==> src/rtl/alu_pkg.sv <==
// rtl/alu_pkg.sv - opcodes, FSM states, ALU function codes and flag indices
package alu_pkg;

  // Request opcodes (10-15 are illegal)
  localparam logic [3:0] OP_ADD = 4'd0;
  localparam logic [3:0] OP_SUB = 4'd1;
  localparam logic [3:0] OP_AND = 4'd2;
  localparam logic [3:0] OP_OR  = 4'd3;
  localparam logic [3:0] OP_NOR = 4'd4;
  localparam logic [3:0] OP_SHL = 4'd5;
  localparam logic [3:0] OP_SHR = 4'd6;
  localparam logic [3:0] OP_ASR = 4'd7;
  localparam logic [3:0] OP_CMP = 4'd8;
  localparam logic [3:0] OP_MUL = 4'd9;

  // Combinational ALU function select
  localparam logic [2:0] FUN_ADD = 3'b000;
  localparam logic [2:0] FUN_SUB = 3'b001;
  localparam logic [2:0] FUN_AND = 3'b010;
  localparam logic [2:0] FUN_OR  = 3'b011;
  localparam logic [2:0] FUN_NOR = 3'b100;
  localparam logic [2:0] FUN_SHL = 3'b101;
  localparam logic [2:0] FUN_SHR = 3'b110;
  localparam logic [2:0] FUN_ASR = 3'b111;

  // Bit positions inside the {N,Z,C,V} flags register
  localparam int FLAG_N = 3;
  localparam int FLAG_Z = 2;
  localparam int FLAG_C = 1;
  localparam int FLAG_V = 0;

  localparam logic [3:0] MUL_LAST = 4'd15;

  typedef enum logic [1:0] {
    ST_IDLE,
    ST_EXEC,
    ST_MUL,
    ST_RESP
  } state_t;

  function automatic logic op_is_illegal(input logic [3:0] op);
    return op > OP_MUL;
  endfunction

endpackage

==> src/rtl/alu.sv <==
// rtl/alu.sv - combinational 16-bit ALU with NZCV outputs
// Ports: A, B operands; fun function select; R result; N, Z, C, V flags.
module alu
  import alu_pkg::*;
(
  input  logic [15:0] A,
  input  logic [15:0] B,
  input  logic [2:0]  fun,
  output logic [15:0] R,
  output logic        N,
  output logic        Z,
  output logic        C,
  output logic        V
);

  logic [16:0] sum;

  always_comb begin
    R   = 16'h0000;
    C   = 1'b0;
    V   = 1'b0;
    sum = 17'h00000;
    case (fun)
      FUN_ADD: begin
        sum = {1'b0, A} + {1'b0, B};
        R   = sum[15:0];
        C   = sum[16];
        V   = (A[15] == B[15]) && (sum[15] != A[15]);
      end
      FUN_SUB: begin
        // A + ~B + 1: carry-out is the inverted borrow
        sum = {1'b0, A} + {1'b0, ~B} + 17'd1;
        R   = sum[15:0];
        C   = sum[16];
        V   = (A[15] != B[15]) && (sum[15] != A[15]);
      end
      FUN_AND: R = A & B;
      FUN_OR:  R = A | B;
      FUN_NOR: R = ~(A | B);
      FUN_SHL: R = A << B[3:0];
      FUN_SHR: R = A >> B[3:0];
      FUN_ASR: R = $signed(A) >>> B[3:0];
      default: R = 16'h0000;
    endcase
  end

  assign N = R[15];
  assign Z = (R == 16'h0000);

endmodule

==> src/rtl/alu_seq_unit.sv <==
// rtl/alu_seq_unit.sv - sequenced ALU with shift-add multiplier and flags register
// Ports: clk, rst (sync active-high); req_valid/req_ready/req_op/req_a/req_b request
// handshake; rsp_valid/rsp_ready/rsp_r/rsp_wr/rsp_err response handshake; flags {N,Z,C,V}.
module alu_seq_unit
  import alu_pkg::*;
(
  input  logic        clk,
  input  logic        rst,
  input  logic        req_valid,
  output logic        req_ready,
  input  logic [3:0]  req_op,
  input  logic [15:0] req_a,
  input  logic [15:0] req_b,
  output logic        rsp_valid,
  input  logic        rsp_ready,
  output logic [15:0] rsp_r,
  output logic        rsp_wr,
  output logic        rsp_err,
  output logic [3:0]  flags
);

  state_t      state, state_next;
  logic [3:0]  op_q;
  logic [15:0] a_q, b_q;
  logic [3:0]  cnt;
  logic [15:0] acc, mcand, mplier;
  logic [15:0] mul_sum;

  logic [2:0]  fun;
  logic [15:0] alu_r;
  logic        alu_n, alu_z, alu_c, alu_v;

  // CMP shares the subtractor; its op[2:0] would otherwise select ADD
  assign fun = (op_q == OP_CMP) ? FUN_SUB : op_q[2:0];

  alu u_alu (
    .A   (a_q),
    .B   (b_q),
    .fun (fun),
    .R   (alu_r),
    .N   (alu_n),
    .Z   (alu_z),
    .C   (alu_c),
    .V   (alu_v)
  );

  // One shift-add step: add the shifted multiplicand when the current multiplier bit is set
  assign mul_sum = acc + (mplier[0] ? mcand : 16'h0000);

  always_ff @(posedge clk) begin
    if (rst) state <= ST_IDLE;
    else     state <= state_next;
  end

  always_comb begin
    state_next = state;
    req_ready  = 1'b0;
    rsp_valid  = 1'b0;
    case (state)
      ST_IDLE: begin
        req_ready = 1'b1;
        if (req_valid) begin
          if (op_is_illegal(req_op))  state_next = ST_RESP;
          else if (req_op == OP_MUL)  state_next = ST_MUL;
          else                        state_next = ST_EXEC;
        end
      end
      ST_EXEC: state_next = ST_RESP;
      ST_MUL: begin
        if (cnt == MUL_LAST) state_next = ST_RESP;
      end
      ST_RESP: begin
        rsp_valid = 1'b1;
        if (rsp_ready) state_next = ST_IDLE;
      end
      default: state_next = ST_IDLE;
    endcase
  end

  // Response fields and flags are written on the edge that enters RESP, so they
  // change together with rsp_valid rising and stay frozen while RESP waits.
  always_ff @(posedge clk) begin
    if (rst) begin
      op_q    <= 4'h0;
      a_q     <= 16'h0000;
      b_q     <= 16'h0000;
      cnt     <= 4'h0;
      acc     <= 16'h0000;
      mcand   <= 16'h0000;
      mplier  <= 16'h0000;
      rsp_r   <= 16'h0000;
      rsp_wr  <= 1'b0;
      rsp_err <= 1'b0;
      flags   <= 4'h0;
    end else begin
      case (state)
        ST_IDLE: begin
          if (req_valid) begin
            op_q   <= req_op;
            a_q    <= req_a;
            b_q    <= req_b;
            cnt    <= 4'h0;
            acc    <= 16'h0000;
            mcand  <= req_a;
            mplier <= req_b;
            if (op_is_illegal(req_op)) begin
              rsp_r   <= 16'h0000;
              rsp_wr  <= 1'b0;
              rsp_err <= 1'b1;
            end
          end
        end
        ST_EXEC: begin
          rsp_r   <= (op_q == OP_CMP) ? 16'h0000 : alu_r;
          rsp_wr  <= (op_q != OP_CMP);
          rsp_err <= 1'b0;
          flags   <= {alu_n, alu_z, alu_c, alu_v};
        end
        ST_MUL: begin
          acc    <= mul_sum;
          mcand  <= mcand << 1;
          mplier <= mplier >> 1;
          cnt    <= cnt + 4'd1;
          if (cnt == MUL_LAST) begin
            rsp_r   <= mul_sum;
            rsp_wr  <= 1'b1;
            rsp_err <= 1'b0;
            flags   <= {mul_sum[15], mul_sum == 16'h0000, 2'b00};
          end
        end
        default: ;
      endcase
    end
  end

endmodule

==> config.mk <==
export PLATFORM = sky130hd
export DESIGN_NAME = alu_seq_unit
export DESIGN_NICKNAME = d
export VERILOG_FILES = /design/src/rtl/alu_pkg.sv /design/src/rtl/alu.sv /design/src/rtl/alu_seq_unit.sv
export SDC_FILE = /design/constraint.sdc
export NUM_CORES = 1
export LEC_CHECK = 0
export CORE_AREA = 2 2 114 198
export CTS_CLUSTER_SIZE = 8
export DETAILED_ROUTE_END_ITERATION = 8
export DIE_AREA = 0 0 116 200
export GPL_ROUTABILITY_DRIVEN = 0
export GPL_TIMING_DRIVEN = 0
export PLACE_DENSITY_LB_ADDON = 0.12
export SYNTH_ARGS = -nofsm -noshare
export SYNTH_HDL_FRONTEND = slang
export SYNTH_SLANG_ARGS = --single-unit
==> constraint.sdc <==
create_clock -name clk -period 3.7 [get_ports clk]
set_input_delay 0.37 -clock clk [delete_from_list [all_inputs] [get_ports clk]]
set_output_delay 0.37 -clock clk [all_outputs]
set_load 0.03 [all_outputs]
After elaboration in Yosys (flattened, before gate mapping):

Cells that the tools add are included.

* flip-flop bits (word level): 112
* bits of input ports: 40

* add/sub/neg operators: 5
* order comparisons: 1
* equality and inequality tests: 22
* shift-type cells: 3
* mux-type cells: 36
* bitwise gates (word level): 4
* reduce and logical (&&, ||, !) cells: 14

Operator list (number)
* $mux W16: 8
* $pmux W16 S8: 1
* $pmux W16 S2: 3
* $pmux W16 S3: 1
* $add A16 B16 Y17: 2
* $logic_not A16 Y1: 2
* $not A16 Y16: 2
* $add A17 B1 Y17 const B: 1
* $add A16 B16 Y16: 1
* $and A16 B16 Y16: 1
* $or A16 B16 Y16: 1
* $pmux W4 S2: 2
* $shl A16 B4 Y16: 1
* $shr A16 B4 Y16: 1
* $sshr A16 B4 Y16: 1
* $eq A3 B3 Y1 const B: 4
* $eq A4 B4 Y1 const B: 3
* $mux W2: 5
* $mux W1: 8
* $mux W4: 2
* $ne A2 B2 Y1 const B: 4
* $pmux W2 S4: 1
* $eq A3 B2 Y1 const B: 2
* $pmux W1 S3: 2
* other kinds (18): 26

Longest topological paths before layout:

Gate-level depths: netlist (run 1).

* word-level depth: 7
* mapped depth: 15
* gate-level depth less buffers: 14

Hierarchy:

A second synthesis (run 1) with hierarchy kept.

* cell total of the unflattened synthesis: 1243
* area, all modules: 9554.2 um2

Modules (own cells, without submodules)
* alu_seq_unit: times used 1, cells an instance 652, area each 5469.0 um2, seq. area each 2242.2 um2
* alu: times used 1, cells an instance 591, area each 4085.2 um2, seq. area each 0.0 um2

Worst setup path before layout (run 1):

Ideal clock, no wire load.

* path kind: register -> register
* from: register b_q[1]
* to: register flags[2]
* arrival: 3.586 ns
* required time: 3.621 ns
* setup slack: 0.035 ns
* stages on the path, launching flop included: 16
* path buffers: 3
* clock period less this slack: 3.665 ns
* cell sequence: dfxtp_1 buf_6 buf_6 buf_6 inv_1 ha_1 or2_0 a221oi_1 o21a_1 a22oi_1 xnor2_1 a2111oi_0 nand4_1 nor4_1 or4b_1 o211ai_1

* cells in the longest elaborated chain, start to end: 6
* elaborated cells between the ends (all ways): 13
* classes of those cells: add/sub (3); shift (3); mux (2); bitwise (4); reduce/logical (1)

RTL lines
* start: declaration: line alu_seq_unit.sv:24 `logic [15:0] a_q, b_q;`
* start signal: assignment: line alu_seq_unit.sv:101 `b_q <= req_b;`
* $not A16 Y16: line alu.sv:32 `sum = {1'b0, A} + {1'b0, ~B} + 17'd1;`
* $add A16 B16 Y17: line alu.sv:32
* $add A17 B1 Y17: line alu.sv:32
* $pmux W16 S8 *: line alu.sv:23 `case (fun)`
* $logic_not A16 Y1 *: line alu.sv:48 `assign Z = (R == 16'h0000);`
* $pmux W4 S2 *: line alu_seq_unit.sv:96 `case (state)`
* end signal: assignment: line alu_seq_unit.sv:117 `flags <= {alu_n, alu_z, alu_c, alu_v};`
* end signal: assignment: line alu_seq_unit.sv:128 `flags <= {mul_sum[15], mul_sum == 16'h0000, 2'b00};`
* end: declaration: line alu_seq_unit.sv:19 `output logic [3:0] flags`

Mark *: on every way between the ends. The rest lies on a longest branch, timed or not.
A chain may end at the register's enable or synchronous reset.

Final worst setup path (run 1):

Ends and elaborated chain as after synthesis.

==> results.tsv, run 1 <==
metric	value	unit
status	finished with violations	
failing checks	negative setup slack	
I/O pin count	64	
Clock Sinks	112	
design area	11400	µm²
Fin Setup TNS	-102	ps
slowest CP cell	a2111oi_0	
DIE HEIGHT	200	µm
Layout Skew	11.2	ps
Ys Warns	0	
drt initial violations	797	
Hold WS	485	ps
port buffer count	62	
Synth Net Count	1336	
Sw Share	49.4	%
WP data required	3980	ps
relative slew slack	13.8	%
min-delay worst type	reg2reg	
Fillers	2140	
power share of the combinational group	61.6	%
Arrival @ worst endpoint	4090	ps
Pleak	4.18	nW
post-route setup slack	-102	ps
EDFF count, synth	0	
Clock transition at path regs	80	ps
critical path class	reg2reg	
total number of vias	10100	
Total Nets Final	1423	
Core Area	21500	µm²
Mapped Avg Cell Area	7.83	µm²
cell area after placement	10500	µm²
Post-synth top flop	dfxtp_1	
Final Hold Fails	0	
CTS tree	yes	
GRT Total Usage	34.9	%
share of cells above drive strength 1	12.6	%
M1 GR Usage	34.7	%
Syn Std Cell Area	9560	µm²
final wirelength	39500	µm
crit path buf inv count	2	
WL per Instance	24.6	µm
vias per inst	6.29	
Area Overhead vs Synth	19.2	%
first-pass GRT wire length	59900	µm
Yosys reg bits	112	
CTS buffer count	9	
DRC Markers	0	
PD cells	647	nW/µm²
Pint	3.73	mW
HPWL Detailed	30800	µm
post-synthesis sequential area ratio	23.4	%
M3 GR Usage	6.76	%
Crit path max-delay family	compound AO/OA/AOI/OAI gates	
antenna violations before repair	0	
total die area	23200	µm²
Max Fclk	263	MHz
CP Capture Type	flip-flop	
Sequential Power Share	24.1	%
Net Sw Power	3.65	mW
drt pass-1 iters	5	
RSZ-0062 raised after global routing	yes	
ys async rst share	0	%
fin crit share	103	%
Mapped Cells	1222	
setup violators final	1	
largest net degree at the start of global routing	20	
Clk pwr share	14.3	%
Critical Path, Cell by Cell	buf_12, buf_2, mux4_2, and2_1, a2111oi_0, a211o_1, a32oi_1, nor4_1, or4b_4, o211ai_1	
Max-Cap Viols	0	
H-tree depth	3	
CP Max Fanout	10	
Rows	71	
Longest Clk Path Bufs	2	
total grt overflow	0	
GR peak layer	met2	
Initial Util	44.5	%
worst slew pin tran	1280	ps
crit start category	flip-flop	
CTS root buf	clkbuf_16	
reg2reg setup slack	-100	ps
max-slew violation count	0	
Routed Antenna Nets	0	
vias in the first global route	9970	
VDD IR max	380	µV
post-layout min period	3800	ps
Inserted Diodes	0	
Clock Latency Late Sink	370	ps
Die Wd	116	µm
Distinct cells, synth	83	
GRT met2 Usage	62.4	%
max incr delay on CP	910	ps
==> state kept, by name, indices dropped and copies added, names as in the netlist, 2 cells and up <==
name    flops
mcand      16
cnt         4
op_q        4
flags       4
mplier     16
acc        16
b_q        16
state       2
a_q        16
rsp_r      16
==> synth_stat cells, drive strengths merged (8+ instances only) <==
cell / instances / area, µm²
or2: 8 / 50.1
mux2: 11 / 124
clkbuf: 64 / 240
nand2b: 12 / 75.1
a211oi: 42 / 315
o21ai: 55 / 275
buf: 27 / 153
o211ai: 11 / 82.6
a31oi: 11 / 68.8
nor3: 22 / 110
dfxtp: 112 / 2240
xnor2: 18 / 158
o21a: 10 / 75.1
mux4: 26 / 586
o221ai: 8 / 70.1
a21oi: 93 / 465
nor2b: 10 / 62.6
nor2: 139 / 522
a22oi: 47 / 353
nand3: 15 / 75.1
inv: 63 / 236
a22o: 8 / 70.1
ha: 71 / 888
nor4: 9 / 56.3
and2: 24 / 150
mux2i: 44 / 440
nand2: 128 / 480
==> worst paths after layout <==
kind                              start                     to  cells after the start
setup / recovery    b_q[1]$_SDFFE_PP0P_  flags[2]$_SDFFE_PP0P_                     10
hold / removal    rsp_r[7]$_SDFFE_PP0P_  rsp_r[7]$_SDFFE_PP0P_                      2
setup reg to reg    b_q[1]$_SDFFE_PP0P_  flags[2]$_SDFFE_PP0P_                     10
hold reg to reg   rsp_r[7]$_SDFFE_PP0P_  rsp_r[7]$_SDFFE_PP0P_                      2
==> metal layers <==
metal | part of all wire, % | up-vias | routed length [µm]
met3 | 6.2 | 192 | 2470
met1 | 33 | 4746 | 13200
met2 | 50 | 528 | 19900
met5 | 0 | - | 0
li1 | - | 4637 | -
met4 | 10 | 0 | 3980
==> cells by family (layout without fill, tap and decap cells) <==
logic type                 after synthesis  after routing  synth area share (%)
and+or+nand+nor                        403            403                  19.3
AOI/OAI and AO/OA                      373            373                  26.5
buffers and inverters                  154            246                  6.58
DFF                                    112            112                  23.4
muxes                                   81             81                  12.0
adders and majority gates               74             74                  9.92
xor gates and xnor gates                25             25                  2.29
==> power groups by stage <==
stage	sequential [mW]	clock, mW	combinational, mW
global route	1.80	1.11	4.89
finish	1.78	1.05	4.54
global placement	1.77	0	4.06
detailed placement	1.77	0	4.08
floorplan	1.69	0	2.83
CTS	1.75	1.06	4.28
==> cells in the final DEF (no fill, tap or decap), types with 7 or more instances in the layout <==
cell type | netlist | final
xor2_1 | 7 | 7
nor2_1 | 139 | 137
dfxtp_2 | 0 | 11
o21ai_0 | 43 | 42
mux2_1 | 8 | 8
nand3_1 | 15 | 14
o21ai_1 | 12 | 11
buf_2 | 11 | 9
and2_1 | 22 | 21
a21oi_1 | 93 | 91
nand2_1 | 128 | 127
mux2i_1 | 44 | 44
a22oi_1 | 47 | 46
inv_1 | 59 | 57
buf_4 | 2 | 19
a22o_1 | 8 | 8
dfxtp_1 | 112 | 98
a31oi_1 | 11 | 10
nand4_1 | 7 | 7
a211oi_1 | 42 | 37
clkdlybuf4s50_1 | 0 | 62
o22ai_1 | 7 | 7
clkbuf_1 | 64 | 53
nand2b_1 | 12 | 11
buf_1 | 10 | 9
a211o_1 | 7 | 7
o211ai_1 | 11 | 11
o221ai_1 | 8 | 8
ha_1 | 71 | 66
o21a_1 | 10 | 10
a21o_1 | 7 | 7
clkbuf_16 | 0 | 9
mux4_2 | 26 | 26
nor2b_1 | 10 | 10
xnor2_1 | 18 | 14
nor3_1 | 22 | 19
==> worst register-to-register path: stages (launching register included) <==
cell,delay (ps)
dfxtp_4,370
buf_12,140
buf_2,280
mux4_2,530
and2_1,170
a2111oi_0,910
a211o_1,280
a32oi_1,180
nor4_1,290
or4b_4,480
o211ai_1,90
==> final cells by class <==
type	instances	area (µm²)	area share, %
clock inverter	6	73.8	0.648
tap	292	365	3.21
inverter	63	240	2.11
multi-input combinational	956	7020	61.6
buffer	89	455	4.00
sequential	112	2270	19.9
clock buffer	10	239	2.10
timing repair buffer	78	741	6.50
==> stage by stage <==
step                      worst slack, ps  power, mW  util [%]  cells
final                                -102       7.38      53.0   1606
after global routing                 -182       7.80      53.0   1606
after CTS                            -133       7.09      51.6   1599
after detailed placement            -1320       5.86      49.1   1576
after global placement              -1290       5.84      49.1   1576
after floorplan                      35.5       4.51         -   1222
==> what timing repair did <==
item,in CTS,in global routing
cloned,0,0
buffers inserted,7,9
gates resized for setup,49,66
setup endpoints to repair,10,6
hold buffers,0,0
pin swaps,10,26
No activity file was read; power rests on OpenSTA's default activity.
==> inputs of run 2 (changes only) <==
--- a/config.mk
+++ b/config.mk
@@ -14,4 +14,5 @@
 export PLACE_DENSITY_LB_ADDON = 0.12
 export SYNTH_ARGS = -nofsm -noshare
 export SYNTH_HDL_FRONTEND = slang
+export SYNTH_HIERARCHICAL = 1
 export SYNTH_SLANG_ARGS = --single-unit
==> run 2 against run 1 <==
The run still ends with negative setup slack left; clock skew shrank 1.2 ps; total power is 1.5% lower; combinational power barely moved; maximum frequency decreased by 7.2%; cell count up 1.3%; worst setup slack worse by 300 ps; critical path type unchanged; largest power group unchanged.
==> results.tsv, run 2 <==
metric	value	unit	change
Hold EP	b_q[15]$_SDFFE_PP0P_		
Pleak	4.29	nW	+2.8%
worst hold stages	2		unchanged
Final Hold Fails	0		unchanged
Mapped Avg Cell Area	7.69	µm²	-1.8%
DRC Markers	0		unchanged
total die area	23200	µm²	unchanged
post-synthesis sequential area ratio	23.5	%	about the same
H-tree depth	3		unchanged
post-layout min period	4100	ps	+296 ps
port buffer count	62		unchanged
relative slew slack	39.3	%	+25 points
GRT Total Usage	33.4	%	-1.4 points
Max-Cap Viols	0		unchanged
critical path class	reg2reg		
VDD IR max	477	µV	+25%
Core Area	21500	µm²	unchanged
Area Overhead vs Synth	17.5	%	
drt pass-1 iters	5		unchanged
post-route insts no fill	1627		+1.3%
I/O pin count	64		unchanged
Yosys reg bits	112		unchanged
Layout Skew	10.0	ps	-1.18 ps
Synth Net Count	1357		+1.6%
Clock transition at path regs	80	ps	about the same
commonest non-fill, non-tap cell in the layout	nor2_1		
top cell type's share of synthesized area	23.5	%	about the same
Fin Setup TNS	-436	ps	-335 ps
Hold Crit Start	b_q[15]$_SDFFE_PP0P_		
CP Max Fanout	10		unchanged
Reg-to-Reg Start	op_q[1]$_SDFFE_PP0P_		
antenna violations before repair	1		+1
post-route setup slack	-398	ps	-296 ps
Crit path max-delay family	simple AND/OR/NAND/NOR gates		
HPWL Detailed	30100	µm	-2.4%
Ys Warns	6		+6
CTS buffer count	9		unchanged
final wirelength	38600	µm	-2.4%
WL per Instance	23.7	µm	-3.7%
crit path buf inv count	2		unchanged
drt initial violations	774		-2.9%
Post-synth top flop	dfxtp_1		
Cells after DPL	1597		+1.3%
reg2reg path depth	17		+7
reg2reg setup slack	-400	ps	-300 ps
synth cell count leaders	nor2_1 (136), nand2_1 (129), dfxtp_1 (112)		
Die Wd	116	µm	unchanged
Routed Antenna Nets	0		unchanged
WP data required	4010	ps	+30 ps
Arrival @ worst endpoint	4410	ps	+320 ps
min-delay worst type	reg2reg		
status	finished with violations		
CTS root buf	clkbuf_16		
r2r endpoint	flags[2]$_SDFFE_PP0P_		
max incr delay on CP	570	ps	-340 ps
ys async rst share	0	%	unchanged
slowest CP cell	or4_4		
EDFF count, synth	0		unchanged
CTS tree	yes		
total grt overflow	0		unchanged
most common cell in the synthesized netlist	nor2_1		
Clock Sinks	112		unchanged
cell repeated most along the worst path	nand2_1		
RSZ-0062 raised after global routing	yes		
failing checks	negative setup slack		
crit start category	flip-flop		
largest cells by area after synthesis	dfxtp_1 (23%), ha_1 (9.3%), mux2i_1 (6.5%)		
Clock Latency Late Sink	370	ps	about the same
vias in the first global route	10100		+1.6%
most frequent cells in the layout	nor2_1 (136), nand2_1 (127), dfxtp_1 (102)		
Longest Clk Path Bufs	2		unchanged
worst slew pin tran	911	ps	-372 ps
max-slew violation count	0		unchanged
CP Capture Type	flip-flop		
Total Nets Final	1444		+1.5%
Critical Path, Cell by Cell	nor2_1, nand2_1, nand2b_1, buf_2, buf_2, and2_2, nand2_1, nand2_1, a222oi_1, nand3_1, or4_4, or4_4, nor4_4, and4bb_1, a22oi_1, nor2_1, a31o_1		
setup violators final	2		+1
total number of vias	10200		+1.3%
vias per inst	6.29		about the same
post-synth top area cell	dfxtp_1		
Max Fclk	244	MHz	-7.2%
largest net degree at the start of global routing	21		+5.0%
Rows	71		unchanged
Initial Util	44.4	%	about the same
share of cells above drive strength 1	10.2	%	-2.4 points
PD cells	648	nW/µm²	about the same
first-pass GRT wire length	58300	µm	-2.7%
Mapped Cells	1243		+1.7%
DIE HEIGHT	200	µm	unchanged
Syn Std Cell Area	9550	µm²	about the same
Inserted Diodes	0		unchanged
fin crit share	111	%	+8.0 points
Distinct cells, synth	85		+2.4%
run 2: changes by cell type after synthesis, sizes merged, moves of 6 or more:
cell    change
a21o        +8
a221o       +8
nand3       +7
o211ai      +6
and3        +8
xnor2       -9
o21ai      -14
mux2i      +18
a211oi      -6
a22o        +9
mux4       -18
run 2: timing repair:
action	4_1_cts	5_1_grt
pin swaps	11	14
setup endpoints to repair	8	9
buffers inserted	12	3
resized for setup	38	41
hold buffers	0	0
run 2: worst max path at each step:
| stage | slack [ps] | endpoint | depth (start not counted) | from |
|---|---|---|---|---|
| 3_5_place_dp | -1300 | flags[2]$_SDFFE_PP0P_ | 16 | b_q[2]$_SDFFE_PP0P_ |
| 3_3_place_gp | -1300 | flags[2]$_SDFFE_PP0P_ | 16 | b_q[2]$_SDFFE_PP0P_ |
| 6_report | -400 | flags[2]$_SDFFE_PP0P_ | 17 | op_q[1]$_SDFFE_PP0P_ |
| 2_1_floorplan | 5 | flags[2]$_SDFFE_PP0P_ | 17 | b_q[1]$_SDFFE_PP0P_ |
| 4_1_cts | -540 | flags[2]$_SDFFE_PP0P_ | 17 | b_q[1]$_SDFFE_PP0P_ |
| 5_1_grt | -540 | flags[2]$_SDFFE_PP0P_ | 17 | op_q[1]$_SDFFE_PP0P_ |
run 2: kinds of logic (layout without fill, tap and decap cells):
group / after synthesis / count (layout) / synth area share, %
multiplexers: 81 / 81 / 9.68
AND/OR/NAND/NOR: 423 / 423 / 20.9
adder cells (fa/ha/maj): 74 / 74 / 9.93
flip-flops: 112 / 112 / 23.5
XOR/XNOR: 14 / 14 / 1.28
buffers and inverters: 155 / 247 / 6.36
AO/OA/AOI/OAI: 384 / 384 / 28.4
run 2: layer usage:
layer	up-vias	wire, µm	GRT usage [%]
li1	4725	-	-
met1	4808	13300	33.5
met3	201	2220	5.77
met4	2	3340	24.6
met5	-	12	0
met2	499	19800	60.8
run 2: report_power, final:
part / leakage (nW) / internal, mW / switching, mW
logic: 3.23 / 1.65 / 2.90
clock network: 0.136 / 0.471 / 0.500
registers: 0.920 / 1.46 / 0.286
run 2: area by class of cell:
cell class	instances	area (µm²)
well taps	292	365
plain buffers	87	423
flip-flops and latches	112	2260
fillers	2198	10300
clock buffers	9	225
multi-input cells	976	6890
repair buffers	78	738
clock inverters	7	60.1
inverters	66	259
run 2: worst min-delay path, stage by stage, from the launching register on:
cell and delay, ps:
dfxtp_1 330, nand2_1 50, a21oi_1 50
run 2: metrics by stage:
step           hold slack, ps  utilization [%]  worst slack [ps]  instance area (µm²)  power (mW)
5_1_grt                   496             52.2              -541                11200        7.64
6_report                  476             52.2              -398                11200        7.27
2_1_floorplan             436                -              5.25                 9590        4.48
3_3_place_gp              442             49.2             -1300                10600        5.83
3_5_place_dp              461             49.2             -1300                10600        5.85
4_1_cts                   472             51.6              -539                11100        7.01
==> inputs of run 3 (changes only) <==
--- a/config.mk
+++ b/config.mk
@@ -5,10 +5,11 @@
 export SDC_FILE = /design/constraint.sdc
 export NUM_CORES = 1
 export LEC_CHECK = 0
-export CORE_AREA = 2 2 114 198
+export ABC_AREA = 1
+export CORE_AREA = 2 2 197 122
 export CTS_CLUSTER_SIZE = 8
 export DETAILED_ROUTE_END_ITERATION = 8
-export DIE_AREA = 0 0 116 200
+export DIE_AREA = 0 0 199 124
 export GPL_ROUTABILITY_DRIVEN = 0
 export GPL_TIMING_DRIVEN = 0
 export PLACE_DENSITY_LB_ADDON = 0.12
==> run 3 against run 2 <==
Cell count is 33% higher; critical endpoint unchanged; worst setup slack better by 610 ps; the flow now finishes without violations; final area is 1.7% higher; routed wire length is 2.6% higher; critical path type unchanged; count of clock-buffer cells in the layout is 1 higher; sequential share of layout area is 0.48 points lower; total power is 10% higher; sequential power hardly changed; critical path depth stayed put; non-clock buffer count is 23 lower; highest routed layer is now met4.
==> results.tsv, run 3 <==
metric	value	unit	change
cell repeated most along the worst path	nand2_1		
ys async rst share	0	%	unchanged
vias per inst	5.64		-10%
Die Wd	199	µm	+72%
PD cells	701	nW/µm²	+8.2%
max incr delay on CP	570	ps	about the same
Mapped Avg Cell Area	5.71	µm²	-26%
reg2reg setup slack	210	ps	+610 ps
Core Area	22800	µm²	+5.9%
Fin Setup TNS	0	ps	+436 ps
drt initial violations	1828		+140%
total die area	24700	µm²	+6.4%
commonest non-fill, non-tap cell in the layout	nand2_1		
Mapped Cells	1772		+43%
Longest Clk Path Bufs	2		unchanged
CP Max Fanout	9		-1
CP Capture Type	flip-flop		
VDD IR max	322	µV	-32%
Syn Std Cell Area	10100	µm²	+6.0%
WP data required	4000	ps	about the same
final wirelength	39600	µm	+2.6%
total number of vias	12200		+19%
GRT Total Usage	31.9	%	-1.6 points
largest cells by area after synthesis	dfxtp_1 (22%), nand2_1 (22%), ha_1 (8.8%)		
status	finished, final reports clean		
Initial Util	44.5	%	about the same
first-pass GRT wire length	58900	µm	+1.0%
setup violators final	0		-2
Clock Latency Late Sink	370	ps	about the same
Clock Sinks	112		unchanged
top cell type's share of synthesized area	22.1	%	-1.3 points
fin crit share	94.3	%	-16 points
min-delay worst type	reg2reg		
worst slew pin tran	723	ps	-188 ps
reg2reg path depth	17		unchanged
Ys Warns	6		unchanged
WL per Instance	18.3	µm	-23%
Total Nets Final	1958		+36%
number of post-CTS setup repair buffers	0		-12
Hold WS	464	ps	-12.5 ps
most common cell in the synthesized netlist	nand2_1		
r2r endpoint	flags[2]$_SDFFE_PP0P_		
Rows	43		-39%
EDFF count, synth	0		unchanged
Area Overhead vs Synth	12.8	%	
post-synth top area cell	dfxtp_1		
HPWL Detailed	33100	µm	+10%
I/O pin count	64		unchanged
Critical Path Stages	17		unchanged
port buffer count	62		unchanged
DIE HEIGHT	124	µm	-38%
slowest CP cell	dfxtp_1		
Critical Path, Cell by Cell	clkinv_1, ha_1, buf_2, nand2_1, o21ai_0, nand3_1, nand3_1, nand2_1, nand2_1, nor2_1, nor2_1, nand2_1, nor2_1, nand2_1, nor2_1, a21oi_1, a21oi_1		
most frequent cells in the layout	nand2_1 (582), inv_1 (197), nor2_1 (190)		
fin util	50.2	%	-2.0 points
Layout Skew	11.0	ps	+0.950 ps
RSZ-0062 raised after global routing	no		
Arrival @ worst endpoint	3790	ps	-620 ps
max-slew violation count	0		unchanged
Crit path max-delay family	simple AND/OR/NAND/NOR gates		
Hold EP	rsp_r[4]$_SDFFE_PP0P_		
critical path class	reg2reg		
Post-synth top flop	dfxtp_1		
Synth Net Count	1886		+39%
largest net degree at the start of global routing	19		-9.5%
Distinct cells, synth	43		-49%
Max-Cap Viols	0		unchanged
share of cells above drive strength 1	4.87	%	-5.3 points
H-tree depth	3		unchanged
post-layout min period	3490	ps	-608 ps
CTS-repair resized insts	0		-100%
relative slew slack	51.8	%	+13 points
vias in the first global route	10100		-0.55%
Inserted Diodes	0		unchanged
Clock transition at path regs	80	ps	about the same
CTS root buf	clkbuf_16		
hold_buf cts	0		unchanged
Routed Antenna Nets	0		unchanged
Yosys reg bits	112		unchanged
DRC Markers	0		unchanged
Final Hold Fails	0		unchanged
drt pass-1 iters	6		+1
Reg-to-Reg Start	b_q[3]$_SDFFE_PP0P_		
antenna violations before repair	0		-1
synth cell count leaders	nand2_1 (582), inv_1 (197), nor2_1 (190)		
crit path buf inv count	2		unchanged
CTS tree	yes		
Max Fclk	287	MHz	+17%
Hold Crit Start	rsp_r[4]$_SDFFE_PP0P_		
crit start category	flip-flop		
post-synthesis sequential area ratio	22.1	%	-1.3 points
total grt overflow	0		unchanged
worst hold stages	2		unchanged
CTS buffer count	9		unchanged
Pleak	5.63	nW	+31%
-- run 3: cell count changes after synthesis, sizes merged, moves of 58 or more --
cell   change
nor2      +58
o21ai     +79
nand2    +462
nand3    +159
mux2i     -62
inv      +137
-- run 3: power by group --
group          internal (mW)  switching [mW]
sequential              1.49           0.286
combinational           1.53            3.74
clock                  0.479           0.477
-- run 3: worst max-delay path by stage --
stage	slack, ps	from	to
floorplan	1230	b_q[2]$_SDFFE_PP0P_	flags[2]$_SDFFE_PP0P_
global placement	210	b_q[2]$_SDFFE_PP0P_	flags[2]$_SDFFE_PP0P_
detailed placement	190	b_q[2]$_SDFFE_PP0P_	flags[2]$_SDFFE_PP0P_
CTS	180	b_q[2]$_SDFFE_PP0P_	flags[2]$_SDFFE_PP0P_
global route	4	b_q[3]$_SDFFE_PP0P_	flags[2]$_SDFFE_PP0P_
finish	210	b_q[3]$_SDFFE_PP0P_	flags[2]$_SDFFE_PP0P_
-- run 3: worst min-delay path, stage by stage, from the launching register on --
cell	delay (ps)
dfxtp_1	310
nand2_1	60
a21oi_1	50
-- run 3: final cells by class --
| cell class | count | area [µm²] |
|---|---|---|
| fill | 2458 | 11300 |
| buffer | 80 | 398 |
| inverter | 206 | 773 |
| clock buffer | 10 | 239 |
| clock inverter | 5 | 40.0 |
| timing repair buffer | 62 | 621 |
| multi-input combinational | 1373 | 6710 |
| sequential | 112 | 2240 |
| tap | 315 | 394 |
-- run 3: metal layers --
layer	GRT usage (%)	up-vias	routed length (µm)
li1	-	5824	-
met1	49.3	5540	18700
met2	39.0	790	13700
met3	14.5	41	6770
met4	4.34	0	390
met5	0	-	0
-- run 3: kinds of logic after synthesis --
logic type,Yosys count,share of synthesized area [%]
AND/OR/NAND/NOR,1020,42.0
AO/OA/AOI/OAI,276,14.6
flip-flops,112,22.1
buffers and inverters,287,11.6
XOR/XNOR,3,0.260
adder cells (fa/ha/maj),74,9.37
-- run 3: per-stage QoR --
step / area, µm² / instances / power [mW] / setup slack [ps]
global placement: 11100 / 2149 / 6.74 / 212
global route: 11400 / 2163 / 8.56 / 3.76
finish: 11400 / 2163 / 8.00 / 210
floorplan: 10100 / 1772 / 5.17 / 1230
detailed placement: 11100 / 2149 / 6.81 / 195
CTS: 11400 / 2164 / 7.77 / 180
